===== src/rtl/com_uart_rcv.sv =====
// UART receiver for the COM peripheral.
// Oversamples the serial line on tick_os and recovers 5-8 data bits, LSB first.
// Checks optional odd/even parity and 1 or 2 stop bits.
// Each received byte is presented on a valid/ready holding register together with its error flags.
//
// Ports:
//   clk, rst_n        clock, asynchronous active-low reset
//   tick_os           oversample enable, one pulse per 1/OVERSAMPLE bit period
//   rx_port           serial line, asynchronous to clk
//   stop_bit_config   0 = 1 stop bit, 1 = 2 stop bits
//   parity_bit_config [1] parity enable, [0] 1 = odd, 0 = even
//   data_bit_config   data bits = 5 + value
//   data_bus_out_RX   held byte, zero-extended above the frame length
//   rx_valid/rx_ready holding-register handshake
//   parity_error      parity flag of the held byte
//   frame_error       stop-bit flag of the held byte
//   overrun_error     one-clk pulse when a completed frame is dropped
//   ctrl_idle_state   receiver FSM is idle
module com_uart_rcv #(
  parameter int unsigned OVERSAMPLE = 16,
  parameter logic        START_BIT  = 1'b0,
  parameter logic        STOP_BIT   = 1'b1
) (
  input  logic       clk,
  input  logic       rst_n,
  input  logic       tick_os,
  input  logic       rx_port,
  input  logic       stop_bit_config,
  input  logic [1:0] parity_bit_config,
  input  logic [1:0] data_bit_config,
  output logic [7:0] data_bus_out_RX,
  output logic       rx_valid,
  input  logic       rx_ready,
  output logic       parity_error,
  output logic       frame_error,
  output logic       overrun_error,
  output logic       ctrl_idle_state
);

  localparam int unsigned TW = $clog2(OVERSAMPLE);
  localparam logic [TW-1:0] HalfTick = TW'(OVERSAMPLE / 2 - 1);
  localparam logic [TW-1:0] LastTick = TW'(OVERSAMPLE - 1);

  typedef enum logic [2:0] {
    StIdle,
    StStart,
    StData,
    StParity,
    StStop1,
    StStop2
  } state_e;

  state_e        state_q, state_d;
  logic          sync_q, rxs_q;
  logic [TW-1:0] tick_cnt_q, tick_cnt_d;
  logic [2:0]    bit_cnt_q, bit_cnt_d;
  logic [7:0]    shift_q, shift_d;
  logic          pe_q, pe_d;
  logic          fe_q, fe_d;
  logic          done_q, done_d;
  // Cleared after a frame ends on a line stuck at START_BIT, so a break does not retrigger.
  logic          armed_q, armed_d;
  logic          two_stop_q, two_stop_d;
  logic          par_en_q, par_en_d;
  logic          par_odd_q, par_odd_d;
  logic [1:0]    dbits_q, dbits_d;

  logic [7:0]    data_out_q, data_out_d;
  logic          valid_q, valid_d;
  logic          perr_q, perr_d;
  logic          ferr_q, ferr_d;
  logic          ovr_q, ovr_d;

  logic          bit_tick;
  logic [2:0]    last_bit;
  logic          stop_ok;

  assign bit_tick = (tick_cnt_q == LastTick);
  assign last_bit = 3'd4 + {1'b0, dbits_q};
  assign stop_ok  = (rxs_q == STOP_BIT);

  // Two-flop synchroniser for the asynchronous line.
  always_ff @(posedge clk or negedge rst_n) begin
    if (!rst_n) begin
      sync_q <= STOP_BIT;
      rxs_q  <= STOP_BIT;
    end else begin
      sync_q <= rx_port;
      rxs_q  <= sync_q;
    end
  end

  always_comb begin
    state_d    = state_q;
    tick_cnt_d = tick_cnt_q;
    bit_cnt_d  = bit_cnt_q;
    shift_d    = shift_q;
    pe_d       = pe_q;
    fe_d       = fe_q;
    done_d     = 1'b0;
    armed_d    = armed_q;
    two_stop_d = two_stop_q;
    par_en_d   = par_en_q;
    par_odd_d  = par_odd_q;
    dbits_d    = dbits_q;

    if (tick_os) begin
      unique case (state_q)
        StIdle: begin
          if (!armed_q) begin
            armed_d = stop_ok;
          end else if (rxs_q == START_BIT) begin
            two_stop_d = stop_bit_config;
            par_en_d   = parity_bit_config[1];
            par_odd_d  = parity_bit_config[0];
            dbits_d    = data_bit_config;
            tick_cnt_d = '0;
            bit_cnt_d  = '0;
            shift_d    = '0;
            pe_d       = 1'b0;
            fe_d       = 1'b0;
            state_d    = StStart;
          end
        end
        StStart: begin
          if (tick_cnt_q == HalfTick) begin
            tick_cnt_d = '0;
            state_d    = (rxs_q == START_BIT) ? StData : StIdle;
          end else begin
            tick_cnt_d = tick_cnt_q + TW'(1);
          end
        end
        StData: begin
          if (bit_tick) begin
            tick_cnt_d         = '0;
            shift_d[bit_cnt_q] = rxs_q;
            if (bit_cnt_q == last_bit) begin
              bit_cnt_d = '0;
              state_d   = par_en_q ? StParity : StStop1;
            end else begin
              bit_cnt_d = bit_cnt_q + 3'd1;
            end
          end else begin
            tick_cnt_d = tick_cnt_q + TW'(1);
          end
        end
        StParity: begin
          if (bit_tick) begin
            tick_cnt_d = '0;
            // Unused upper shift bits are zero, so reducing all 8 bits is safe.
            pe_d       = rxs_q ^ (^shift_q) ^ par_odd_q;
            state_d    = StStop1;
          end else begin
            tick_cnt_d = tick_cnt_q + TW'(1);
          end
        end
        StStop1: begin
          if (bit_tick) begin
            tick_cnt_d = '0;
            fe_d       = !stop_ok;
            if (two_stop_q) begin
              state_d = StStop2;
            end else begin
              state_d = StIdle;
              done_d  = 1'b1;
              armed_d = stop_ok;
            end
          end else begin
            tick_cnt_d = tick_cnt_q + TW'(1);
          end
        end
        StStop2: begin
          if (bit_tick) begin
            tick_cnt_d = '0;
            fe_d       = fe_q | !stop_ok;
            state_d    = StIdle;
            done_d     = 1'b1;
            armed_d    = stop_ok;
          end else begin
            tick_cnt_d = tick_cnt_q + TW'(1);
          end
        end
        default: state_d = StIdle;
      endcase
    end
  end

  // Holding register: a completed frame loads only if the slot is free or being emptied now.
  always_comb begin
    data_out_d = data_out_q;
    valid_d    = valid_q;
    perr_d     = perr_q;
    ferr_d     = ferr_q;
    ovr_d      = 1'b0;
    if (done_q) begin
      if (!valid_q || rx_ready) begin
        data_out_d = shift_q;
        perr_d     = pe_q;
        ferr_d     = fe_q;
        valid_d    = 1'b1;
      end else begin
        ovr_d = 1'b1;
      end
    end else if (valid_q && rx_ready) begin
      valid_d = 1'b0;
    end
  end

  always_ff @(posedge clk or negedge rst_n) begin
    if (!rst_n) begin
      state_q    <= StIdle;
      tick_cnt_q <= '0;
      bit_cnt_q  <= '0;
      shift_q    <= '0;
      pe_q       <= 1'b0;
      fe_q       <= 1'b0;
      done_q     <= 1'b0;
      armed_q    <= 1'b1;
      two_stop_q <= 1'b0;
      par_en_q   <= 1'b0;
      par_odd_q  <= 1'b0;
      dbits_q    <= '0;
      data_out_q <= '0;
      valid_q    <= 1'b0;
      perr_q     <= 1'b0;
      ferr_q     <= 1'b0;
      ovr_q      <= 1'b0;
    end else begin
      state_q    <= state_d;
      tick_cnt_q <= tick_cnt_d;
      bit_cnt_q  <= bit_cnt_d;
      shift_q    <= shift_d;
      pe_q       <= pe_d;
      fe_q       <= fe_d;
      done_q     <= done_d;
      armed_q    <= armed_d;
      two_stop_q <= two_stop_d;
      par_en_q   <= par_en_d;
      par_odd_q  <= par_odd_d;
      dbits_q    <= dbits_d;
      data_out_q <= data_out_d;
      valid_q    <= valid_d;
      perr_q     <= perr_d;
      ferr_q     <= ferr_d;
      ovr_q      <= ovr_d;
    end
  end

  assign data_bus_out_RX = data_out_q;
  assign rx_valid        = valid_q;
  assign parity_error    = perr_q;
  assign frame_error     = ferr_q;
  assign overrun_error   = ovr_q;
  assign ctrl_idle_state = (state_q == StIdle);

endmodule

===== config.mk =====
export PLATFORM = sky130hd
export DESIGN_NAME = com_uart_rcv
export DESIGN_NICKNAME = d
export VERILOG_FILES = /design/src/rtl/com_uart_rcv.sv
export SDC_FILE = /design/constraint.sdc
export NUM_CORES = 1
export LEC_CHECK = 0
export CAP_MARGIN = 20
export CORE_MARGIN = 1
export CORE_UTILIZATION = 44
export DETAILED_ROUTE_END_ITERATION = 7
export SLEW_MARGIN = 0
export SYNTH_ARGS = -nofsm -noshare
export SYNTH_HDL_FRONTEND = slang
export SYNTH_SLANG_ARGS = --single-unit

===== constraint.sdc =====
create_clock -name clk -period 4.9 [get_ports clk]
set_input_delay 0.735 -clock clk [delete_from_list [all_inputs] [get_ports clk]]
set_output_delay 0.735 -clock clk [all_outputs]
set_load 0.02 [all_outputs]

After elaboration in Yosys (flattened, before gate mapping):

Cells that the tools add are included.

* output and inout port bits: 13
* word-level logic and storage cells: 119
* flip-flop bits (word level): 41
* input port bits: 10

* $lt $le $gt $ge: 2
* $add $sub $neg: 3
* bitwise gates (word level): 4
* eq/ne operators: 18
* muxes and demuxes: 51
* reduce and logical (&&, ||, !) cells: 22

Operator list (number)
* 3-bit two-way mux: 14
* 8-bit two-way mux: 3
* 1-bit two-way mux: 19
* 3-bit one-hot mux with 6 select lines: 1
* 4-bit two-way mux: 4
* 2-bit != test (second input constant): 8
* 8-bit one-hot mux with 2 select lines: 1
* 5-bit AND reduction: 3
* 4-bit one-hot mux with 3 select lines: 1
* 9-bit AND reduction: 1
* 8-bit bitwise mux: 1
* 4-bit AND reduction: 2
* 8-bit XOR reduction: 1
* 3-bit by 2-bit == test with 1-bit output (second input constant): 2
* 3-bit == test (second input constant): 2
* 1-bit one-hot mux with 3 select lines: 2
* 3-bit one-hot mux with 2 select lines: 1
* 6-bit AND reduction: 1
* 2-bit nonzero test: 3
* 3-bit nonzero test: 2
* 4-bit by 1-bit adder with 4-bit output (second input constant): 1
* 4-bit by 3-bit == test with 1-bit output (second input constant): 1
* 4-bit == test (second input constant): 1
* 3-bit by 4-bit < comparator with 1-bit output (second input constant): 1
* 18 further kinds: 24

Logic depth before layout (Yosys ltp):

Gate-level depths: netlist of the first run.

* depth after elaboration: 7
* depth in mapped cells: 6
* mapped depth without buffers: 5

Worst setup path after synthesis of the first run:

Ideal clock, no wire load.

* path type: register to register
* start: register tick_cnt_q[0]
* end: register tick_cnt_q[0]
* data required time: 4.817 ns
* data arrival time: 1.822 ns
* library setup time: 0.083 ns
* period minus slack after synthesis: 1.905 ns
* cell stages (with the launch flop): 7
* path buffers: 1
* path slack: 2.995 ns
* cells stage by stage: dfrtp_1 -> ha_1 -> and3_1 -> buf_6 -> maj3_2 -> or4_1 -> o21ai_0

* word-level cells in the longest chain between the ends: 3
* elaborated cells on any way between the ends: 6
* classes of those cells: 1 x add/sub; 2 x eq/ne; 3 x mux

RTL lines
* start: declaration: line 55 `logic [TW-1:0] tick_cnt_q, tick_cnt_d;`
* start signal: assignment: line 230 `tick_cnt_q <= tick_cnt_d;`
* 4-bit by 1-bit adder with 4-bit output (tied with other cells)
* 4-bit two-way mux (on tied branches)
* 4-bit one-hot mux with 3 select lines *: line 108 `unique case (state_q)`

Mark *: on every way between the ends. The rest lies on a longest branch, timed or not.
A chain may end at the register's enable or synchronous reset.

Worst setup path in the final report of the first run:

* start: register state_q[2]
* end: output port ctrl_idle_state

* word-level cells in the longest chain between the ends: 1

RTL lines
* start: declaration: line 53 `state_e state_q, state_d;`
* start signal: assignment: line 211 `state_q <= StIdle;`
* start signal: assignment: line 229 `state_q <= state_d;`
* 3-bit logical NOT: line 254 `assign ctrl_idle_state = (state_q == StIdle);`
* end: declaration: line 37 `output logic ctrl_idle_state`

No other way between the ends.

==> results of run 1 <==
[state kept, by name, indices dropped and copies added, names as in the netlist, 2 cells and up]
| register | cells |
|---|---|
| tick_cnt_q | 4 |
| bit_cnt_q | 3 |
| shift_q | 8 |
| dbits_q | 2 |
| state_q | 3 |
| data_bus_out_RX | 8 |
[cell usage in the layout (no fill, tap or decap), drive strengths merged, types with 4 or more instances in the layout]
master          n
nand2b          5
dfrtp          38
nor2            7
o31ai           8
a21oi          11
o21ai          17
inv             9
mux2           15
nand3           9
nand2          14
clkbuf          7
xnor2           9
nor2b           4
clkdlybuf4s50  21
[report_power, final]
part | total, mW | leakage, nW | switching, mW | internal (mW)
logic | 0.404 | 0.470 | 0.210 | 0.195
registers | 0.550 | 0.543 | 0.145 | 0.405
clock network | 0.277 | 0.0585 | 0.111 | 0.166
[area by class of cell]
cell class	count	area, um2	share of cell area, %
Multi-Input combinational cell	147	1049	41.49
Tap cell	67	83.83	3.317
Sequential cell	41	1030	40.74
Clock inverter	1	30.03	1.188
Inverter	9	33.78	1.337
Clock buffer	7	86.33	3.416
Timing Repair Buffer	22	215.2	8.515
[worst max-delay path, cell delays in order, from the launching register on]
cell	delay, ps
sky130_fd_sc_hd__dfrtp_1	620
sky130_fd_sc_hd__or2_2	450
sky130_fd_sc_hd__nor2_1	100
sky130_fd_sc_hd__clkdlybuf4s50_1	610
[worst max path at each step]
stage,start,to,slack (ps),depth (start not counted)
after floorplan,tick_cnt_q[0],tick_cnt_q[0],3000,6
after global placement,state_q[2],shift_q[3],2430,4
after detailed placement,state_q[2],shift_q[3],2250,4
after CTS,state_q[2],ctrl_idle_state,2070,3
after global routing,state_q[2],ctrl_idle_state,2010,3
final,state_q[2],ctrl_idle_state,2090,3
[logic make-up (layout without fill, tap and decap cells)]
family | Yosys count | count (layout)
AO/OA/AOI/OAI | 60 | 60
XOR/XNOR | 11 | 11
adder cells (fa/ha/maj) | 3 | 3
buffers and inverters | 22 | 39
flip-flops | 41 | 41
multiplexers | 16 | 16
AND/OR/NAND/NOR | 57 | 57
[per-layer routing]
metal	up-vias	share of wire (%)	GRT usage, %
li1	805	-	-
met5	-	0	0
met4	0	0.76	4.793
met1	802	47	25.58
met3	4	4.0	4.167
met2	40	48	31.05
==> insert_results.sql, run 1 <==
INSERT INTO impl_metrics (metric_group, metric, value, unit) VALUES
('place', 'dp_slack', '2251', 'ps'),
('layout', 'final_nets', '238', ''),
('grt', 'first_pass_grt_wire_length', '7.652', 'mm'),
('synth', 'synthArstFlopShare', '100.0', '%'),
('floorplanning', 'die-area', '0.005248', 'mm2'),
('synth', 'postSynthNetCount', '222', ''),
('synth', 'synth_compound_gate_area_share', '18.62', '%'),
('timing', 'rsz_0062_raised_after_global_routing', 'false', ''),
('synth', 'synthesis.area', '0.002183', 'mm2'),
('power_and_ir_drop', 'power-per-cell-area', '487.0', 'mW/mm2'),
('timing', 'timing.final.ws_setup', '2086', 'ps'),
('layout', 'areaGrowthSynthToFinish', '15.76', '%'),
('setup_path', 'start_kind', 'flop', ''),
('job', 'drv_cap', '0', ''),
('drt', 'vias', '1651', ''),
('cts', 'holdBufCountCts', '0', ''),
('power_and_ir_drop', 'p_total', '1.231', 'mW'),
('setup_path', 'reg2regPathDepth', '4', ''),
('cts', 'cts_max_path_buffers', '2', ''),
('synth', 'synth.most_common_cell', 'sky130_fd_sc_hd__dfrtp_1', ''),
('layout', 'antenna_cells', '0', ''),
('timing', 'max_slew_headroom_at_the_worst_pin', '31.79', '%'),
('synth', 'synth_enable_flop_cells', '0', ''),
('setup_path', 'endpoint_kind', 'output port', ''),
('grt', 'number_of_global_route_vias_before_repair', '1594', ''),
('grt', 'grt-ovfl-total', '0', ''),
('setup_path', 'worst_r2r_startpoint', 'state_q[2]', ''),
('synth', 'synthDistinctLibCells', '52', ''),
('timing', 'tightestPinTransition', '1017', 'ps'),
('timing', 'min_period_over_period', '57.43', '%'),
('synth', 'synth-seq-area-share', '47.16', '%'),
('drt', 'drt-pass1-iter-count', '4', ''),
('synth', 'synth_top_cells_by_area', 'sky130_fd_sc_hd__dfrtp_1, sky130_fd_sc_hd__mux2_2, sky130_fd_sc_hd__o21ai_0, sky130_fd_sc_hd__dfstp_2, sky130_fd_sc_hd__xnor2_1', ''),
('synth', 'synth.area.mux_share', '8.195', '%'),
('synth', 'postSynthAreaPerCell', '10.40', 'um2'),
('power_and_ir_drop', 'max-vdd-ir-drop', '280.2', 'uV'),
('floorplanning', 'placement_rows', '25', ''),
('min_path', 'hold_path_class', 'flop to flop', ''),
('synth', 'synth_area_in_xor_xnor', '5.043', '%'),
('cts', 'tritoncts_buffers', '5', ''),
('synth', 'synth_adder_area_share', '1.662', '%'),
('timing', 'slew_violations', '0', ''),
('place', 'placed_cells_incl_taps', '286', ''),
('floorplanning', 'horizontal_die_dimension', '72.44', 'um'),
('timing', 'finClkSkew', '3.583', 'ps'),
('timing', 'finalWorstPathRequiredPeriod', '2814', 'ps'),
('timing', 'finalHoldViolations', '0', ''),
('run_status', 'run_status', 'finished, final reports clean', ''),
('drt', 'drt_wl_total', '4.486', 'mm'),
('synth', 'synth_commonest_cells', 'sky130_fd_sc_hd__dfrtp_1, sky130_fd_sc_hd__o21ai_0, sky130_fd_sc_hd__mux2_2', ''),
('floorplanning', 'core_area', '0.004755', 'mm2'),
('place', 'detailedPlacementHpwl', '3.203', 'mm'),
('min_path', 'end_of_the_worst_hold_path', 'rxs_q', ''),
('synth', 'synth_top_cell_by_area', 'sky130_fd_sc_hd__dfrtp_1', ''),
('setup_path', 'register_to_register_setup_slack', '2260', 'ps'),
('synth', 'ys_seq_elements', '41', ''),
('cts', 'post_cts.resized_instances', '0', ''),
('synth', 'ys.flop_type', 'sky130_fd_sc_hd__dfrtp_1', ''),
('layout', 'design_area', '0.002527', 'mm2'),
('floorplanning', 'start_util', '45.92', '%'),
('cts', 'clkLatencyLatePin', '290', 'ps'),
('synth', 'main_combinational_cell_family_by_area_after_synthesis', 'compound AO/OA/AOI/OAI gates', ''),
('synth', 'ys_warn_count', '0', ''),
('timing', 'setup_violations', '0', ''),
('synth', 'synthSimpleGateAreaFrac', '14.50', '%'),
('power_and_ir_drop', 'power.static_leakage', '1.071', 'nW'),
('setup_path', 'setup.worst_path.class', 'flop to output port', ''),
('cts', 'post-cts-setup-buffers', '0', ''),
('drt', 'viasPerCell', '5.616', ''),
('synth', 'postSynthCellCount', '210', ''),
('layout', 'final_layout_size_suffix_gt1_share', '14.54', '%');
(Power assumes the default switching activity.)
==> run 2: changes to the inputs <==
PLACE_DENSITY = 0.67   (was not set)
clock period = 2.45 ns   (was 4.9 ns; I/O delays follow)
==> insert_results.sql, run 2 (synthesis gave the netlist of run 1 again) <==
INSERT INTO impl_metrics (metric_group, metric, value, unit) VALUES
('setup_path', 'worst_ep_required_time', '2080', 'ps'),
('drt', 'first_iter_violations', '64', ''),
('drt', 'drt_wl_total', '4.191', 'mm'),
('cts', 'clock_sinks', '41', ''),
('grt', 'grt_usage', '18.20', '%'),
('power_and_ir_drop', 'p_total', '2.429', 'mW'),
('power_and_ir_drop', 'p_seq_share', '41.1', '%'),
('job', 'drv_cap', '0', ''),
('floorplanning', 'num_io_pins', '23', ''),
('timing', 'setup_total_negative_slack', '0', 'ps'),
('place', 'port_buffers', '22', ''),
('min_path', 'hold_path_class', 'input pin to async pin', ''),
('power_and_ir_drop', 'share_comb_of_total_power', '39.1', '%'),
('power_and_ir_drop', 'power.static_leakage', '1.096', 'nW'),
('floorplanning', 'start_util', '45.92', '%'),
('floorplanning', 'die-area', '0.005248', 'mm2'),
('power_and_ir_drop', 'p_int', '1.505', 'mW'),
('power_and_ir_drop', 'clock_power_share', '19.8', '%'),
('layout', 'layout.cells.most_common_list', 'sky130_fd_sc_hd__dfrtp_1, sky130_fd_sc_hd__clkdlybuf4s50_1, sky130_fd_sc_hd__o21ai_0', ''),
('timing', 'finClkSkew', '4.488', 'ps'),
('drt', 'wire_per_inst', '13.97', 'um'),
('setup_path', 'register_to_register_setup_slack', '340', 'ps'),
('cts', 'holdBufCountCts', '0', ''),
('cts', 'clkLatencyLatePin', '290', 'ps'),
('cts', 'post-cts-setup-buffers', '0', ''),
('cts', 'cts_max_path_buffers', '2', ''),
('timing', 'finalWorstPathRequiredPeriod', '2131', 'ps'),
('cts', 'root_buffer', 'sky130_fd_sc_hd__clkbuf_8', ''),
('grt', 'first_pass_grt_wire_length', '7.217', 'mm'),
('timing', 'finalHoldViolations', '0', ''),
('power_and_ir_drop', 'power-per-cell-area', '949.7', 'mW/mm2'),
('cts', 'tritoncts_buffers', '5', ''),
('drt', 'routed_antenna_nets', '0', ''),
('setup_path', 'endpoint_kind', 'output port', ''),
('cts', 'cts_htree_levels', '2', ''),
('grt', 'number_of_global_route_vias_before_repair', '1454', ''),
('timing', 'tightestPinTransition', '877.8', 'ps'),
('power_and_ir_drop', 'power_switching_share', '38.03', '%'),
('place', 'detailedPlacementHpwl', '2.963', 'mm'),
('cts', 'clock_pin_slew_reported_for_the_worst_setup_and_hold_paths_after_clock_tree_synthesis', '80', 'ps'),
('run_status', 'run_status', 'finished, final reports clean', ''),
('setup_path', 'start_kind', 'flop', ''),
('setup_path', 'timing.critical_path.fanout_max', '12', ''),
('layout', 'layout.area.seq', '0.001030', 'mm2'),
('timing', 'max_freq', '469.3', 'MHz'),
('floorplanning', 'horizontal_die_dimension', '72.44', 'um'),
('timing', 'min_period_over_period', '86.97', '%'),
('drt', 'viasPerCell', '5.483', ''),
('timing', 'setup_violations', '0', ''),
('layout', 'areaGrowthSynthToFinish', '17.13', '%'),
('timing', 'slew_violations', '0', ''),
('power_and_ir_drop', 'switching_power', '0.9238', 'mW'),
('floorplanning', 'core_area', '0.004755', 'mm2'),
('cts', 'post_cts.resized_instances', '0', ''),
('layout', 'multiInputGateArea', '0.001049', 'mm2'),
('floorplanning', 'die_y', '72.44', 'um'),
('grt', 'antenna_found_initial', '0', ''),
('timing', 'rsz_0062_raised_after_global_routing', 'false', ''),
('drt', 'post-route-drc-count', '0', ''),
('grt', 'grt-ovfl-total', '0', ''),
('cts', 'tritoncts', 'done', ''),
('layout', 'layout.cells.most_common', 'sky130_fd_sc_hd__dfrtp_1', ''),
('layout', 'final_nets', '244', ''),
('drt', 'drt-pass1-iter-count', '4', ''),
('layout', 'num-fill-cells', '438', ''),
('drt', 'vias', '1645', ''),
('setup_path', 'setup.worst_path.class', 'flop to output port', ''),
('grt', 'largest_net_degree_at_the_start_of_global_routing', '42', ''),
('place', 'routabilityCongestion', '0.8592', ''),
('layout', 'antenna_cells', '0', ''),
('floorplanning', 'placement_rows', '25', ''),
('timing', 'max_slew_headroom_at_the_worst_pin', '41.48', '%'),
('power_and_ir_drop', 'max-vdd-ir-drop', '578.0', 'uV'),
('layout', 'final_layout_size_suffix_gt1_share', '17.17', '%'),
('setup_path', 'critical_path_arrival', '1760', 'ps');
run 2: routing by layer:
metal	up-vias	track usage, %	wire [um]
met3	5	5.000	186
met4	0	5.882	46
met2	47	25.75	1865
met5	-	0	0
met1	778	26.91	2094
li1	815	-	-
run 2: power by group through the flow:
stage	clock [mW]	combinational [mW]	sequential, mW
final	0.480	0.950	0.999
after floorplan	0	0.803	0.917
after global routing	0.520	1.06	1.02
after global placement	0	0.949	1.01
after detailed placement	0	0.948	1.01
after CTS	0.491	0.953	0.995
run 2: critical path: stages (launching register included):
cell and delay (ps):
sky130_fd_sc_hd__dfrtp_1 510, sky130_fd_sc_hd__buf_4 240, sky130_fd_sc_hd__nor2_1 120, sky130_fd_sc_hd__clkdlybuf4s50_1 610
run 2: path summary, 6_finish.rpt:
check / to / from / cells past startpoint
setup reg to reg: shift_q[3] / tick_cnt_q[1] / 5
max in group asynchronous: overrun_error / rst_n / 1
hold reg to reg: rxs_q / sync_q / 0
setup / recovery: ctrl_idle_state / state_q[1] / 3
hold / removal: bit_cnt_q[1] / rst_n / 1
min in group clk: rxs_q / sync_q / 0
run 2: metrics by stage:
step / instance area [um2] / util [%] / hold WS, ps / setup slack [ps] / cells
finish: 2557 / 53.79 / 188.4 / 319.2 / 300
global route: 2557 / 53.79 / 275.3 / 178.4 / 300
CTS: 2557 / 53.79 / 225.5 / 304.0 / 300
detailed placement: 2456 / 51.66 / 348.4 / 372.2 / 292
global placement: 2456 / 51.66 / 346.1 / 413.0 / 292
floorplan: 2183 / - / 71.91 / 545.3 / 210
run 2: area by class of cell:
class	instances	share of cell area (%)
clock buffers	7	3.767
multi-input cells	147	41.00
clock inverters	1	0.1957
inverters	9	1.321
repair buffers	28	10.18
well taps	67	3.278
flip-flops and latches	41	40.26
==> run 3: changes to the inputs <==
MAX_ROUTING_LAYER = met4   (was not set)
==> insert_results.sql, run 3 (synthesis gave the netlist of run 1 again) <==
INSERT INTO impl_metrics (metric_group, metric, value, unit) VALUES
('floorplanning', 'start_util', '45.92', '%'),
('drt', 'post-route-drc-count', '0', ''),
('place', 'port_buffers', '22', ''),
('floorplanning', 'num_io_pins', '23', ''),
('floorplanning', 'die-area', '0.005248', 'mm2'),
('drt', 'first_iter_violations', '67', ''),
('layout', 'layout.cells.most_common', 'sky130_fd_sc_hd__dfrtp_1', ''),
('floorplanning', 'horizontal_die_dimension', '72.44', 'um'),
('layout', 'num-fill-cells', '438', ''),
('cts', 'root_buffer', 'sky130_fd_sc_hd__clkbuf_8', ''),
('cts', 'tritoncts', 'done', ''),
('drt', 'drt-pass1-iter-count', '4', ''),
('timing', 'setup_total_negative_slack', '0', 'ps'),
('layout', 'final_nets', '244', ''),
('drt', 'viasPerCell', '5.503', ''),
('min_path', 'hold_path_class', 'input pin to async pin', ''),
('setup_path', 'timing.critical_path.fanout_max', '12', ''),
('timing', 'max_slew_headroom_at_the_worst_pin', '41.42', '%'),
('layout', 'final_layout_size_suffix_gt1_share', '17.17', '%'),
('grt', 'grt_usage', '18.72', '%'),
('cts', 'post_cts.resized_instances', '0', ''),
('cts', 'clock_pin_slew_reported_for_the_worst_setup_and_hold_paths_after_clock_tree_synthesis', '80', 'ps'),
('timing', 'rsz_0062_raised_after_global_routing', 'false', ''),
('setup_path', 'start_kind', 'flop', ''),
('timing', 'max_freq', '470.1', 'MHz'),
('setup_path', 'critical_path_arrival', '1760', 'ps'),
('setup_path', 'register_to_register_setup_slack', '340', 'ps'),
('floorplanning', 'placement_rows', '25', ''),
('cts', 'holdBufCountCts', '0', ''),
('timing', 'finalHoldViolations', '0', ''),
('job', 'drv_cap', '0', ''),
('floorplanning', 'die_y', '72.44', 'um'),
('cts', 'cts_max_path_buffers', '2', ''),
('power_and_ir_drop', 'p_total', '2.427', 'mW'),
('setup_path', 'endpoint_kind', 'output port', ''),
('setup_path', 'setup.worst_path.class', 'flop to output port', ''),
('timing', 'tightestPinTransition', '878.7', 'ps'),
('run_status', 'run_status', 'finished, final reports clean', ''),
('setup_path', 'reg2regPathDepth', '5', ''),
('drt', 'wire_per_inst', '14.00', 'um'),
('cts', 'post-cts-setup-buffers', '0', ''),
('grt', 'largest_net_degree_at_the_start_of_global_routing', '42', ''),
('drt', 'drt_wl_total', '4.201', 'mm'),
('cts', 'clkLatencyLatePin', '290', 'ps'),
('layout', 'layout.cells.most_common_list', 'sky130_fd_sc_hd__dfrtp_1, sky130_fd_sc_hd__clkdlybuf4s50_1, sky130_fd_sc_hd__o21ai_0', ''),
('setup_path', 'worst_r2r_startpoint', 'tick_cnt_q[1]', ''),
('drt', 'routed_antenna_nets', '0', ''),
('floorplanning', 'core_area', '0.004755', 'mm2'),
('power_and_ir_drop', 'power-per-cell-area', '949.0', 'mW/mm2'),
('place', 'routabilityCongestion', '0.8730', ''),
('layout', 'areaGrowthSynthToFinish', '17.13', '%'),
('cts', 'cts_htree_levels', '2', ''),
('timing', 'finalWorstPathRequiredPeriod', '2127', 'ps'),
('place', 'detailedPlacementHpwl', '2.963', 'mm'),
('grt', 'antenna_found_initial', '0', ''),
('setup_path', 'worst_ep_required_time', '2080', 'ps'),
('power_and_ir_drop', 'power.static_leakage', '1.096', 'nW'),
('timing', 'slew_violations', '0', ''),
('grt', 'grt-ovfl-total', '0', ''),
('cts', 'tritoncts_buffers', '5', ''),
('cts', 'clock_sinks', '41', ''),
('drt', 'vias', '1651', ''),
('timing', 'finClkSkew', '4.333', 'ps'),
('grt', 'first_pass_grt_wire_length', '7.217', 'mm'),
('timing', 'min_period_over_period', '86.82', '%'),
('layout', 'antenna_cells', '0', ''),
('power_and_ir_drop', 'max-vdd-ir-drop', '581.7', 'uV'),
('grt', 'number_of_global_route_vias_before_repair', '1457', ''),
('timing', 'setup_violations', '0', ''),
('setup_path', 'worst_r2r_endpoint', 'shift_q[3]', '');
-- run 3: cell counts in the layout (fill, tap and decap cells not counted) --
Identical to the previous run, type by type.
-- run 3: layout make-up --
| cell class | instances | area (um2) | area share [%] |
|---|---|---|---|
| clock inverter | 1 | 5.005 | 0.1957 |
| multi-input combinational | 147 | 1049 | 41.00 |
| sequential | 41 | 1030 | 40.26 |
| clock buffer | 7 | 96.34 | 3.767 |
| tap | 67 | 83.83 | 3.278 |
| timing repair buffer | 28 | 260.3 | 10.18 |
| inverter | 9 | 33.78 | 1.321 |
-- run 3: worst max-delay path by stage --
stage | from | endpoint | slack [ps] | cells after the start
5_1_grt | tick_cnt_q[1] | shift_q[3] | 180 | 5
2_1_floorplan | tick_cnt_q[0] | tick_cnt_q[0] | 550 | 6
4_1_cts | state_q[1] | ctrl_idle_state | 300 | 3
3_5_place_dp | tick_cnt_q[0] | shift_q[3] | 370 | 5
6_report | state_q[1] | ctrl_idle_state | 320 | 3
3_3_place_gp | tick_cnt_q[0] | shift_q[3] | 410 | 5
-- run 3: stage by stage --
step / setup slack, ps / instances / hold WS (ps) / area (um2) / utilization, %
global route: 178.4 / 300 / 272.6 / 2557 / 53.79
finish: 323.0 / 300 / 185.0 / 2557 / 53.79
CTS: 304.0 / 300 / 225.5 / 2557 / 53.79
detailed placement: 372.2 / 292 / 348.4 / 2456 / 51.66
global placement: 413.0 / 292 / 346.1 / 2456 / 51.66
floorplan: 545.3 / 210 / 71.91 / 2183 / -
-- run 3: critical path: stages, from the launching register on --
cell                              delay, ps
sky130_fd_sc_hd__dfrtp_1                510
sky130_fd_sc_hd__buf_4                  230
sky130_fd_sc_hd__nor2_1                 120
sky130_fd_sc_hd__clkdlybuf4s50_1        610
-- run 3: routing by layer --
layer  global-route usage [%]  wire [um]  up-vias
met3                    5.000        220        2
met2                    25.86       1894       51
li1                         -          -      820
met4                    5.882         22        0
met1                    26.73       2064      778
met5                        -          0        -
-- run 3: where the power goes --
group          leakage [nW]  switching, mW  internal, mW
Sequential            0.543          0.186         0.812
Clock                0.0542          0.224         0.254
Combinational         0.499          0.512         0.439
Total                  1.10          0.922          1.50
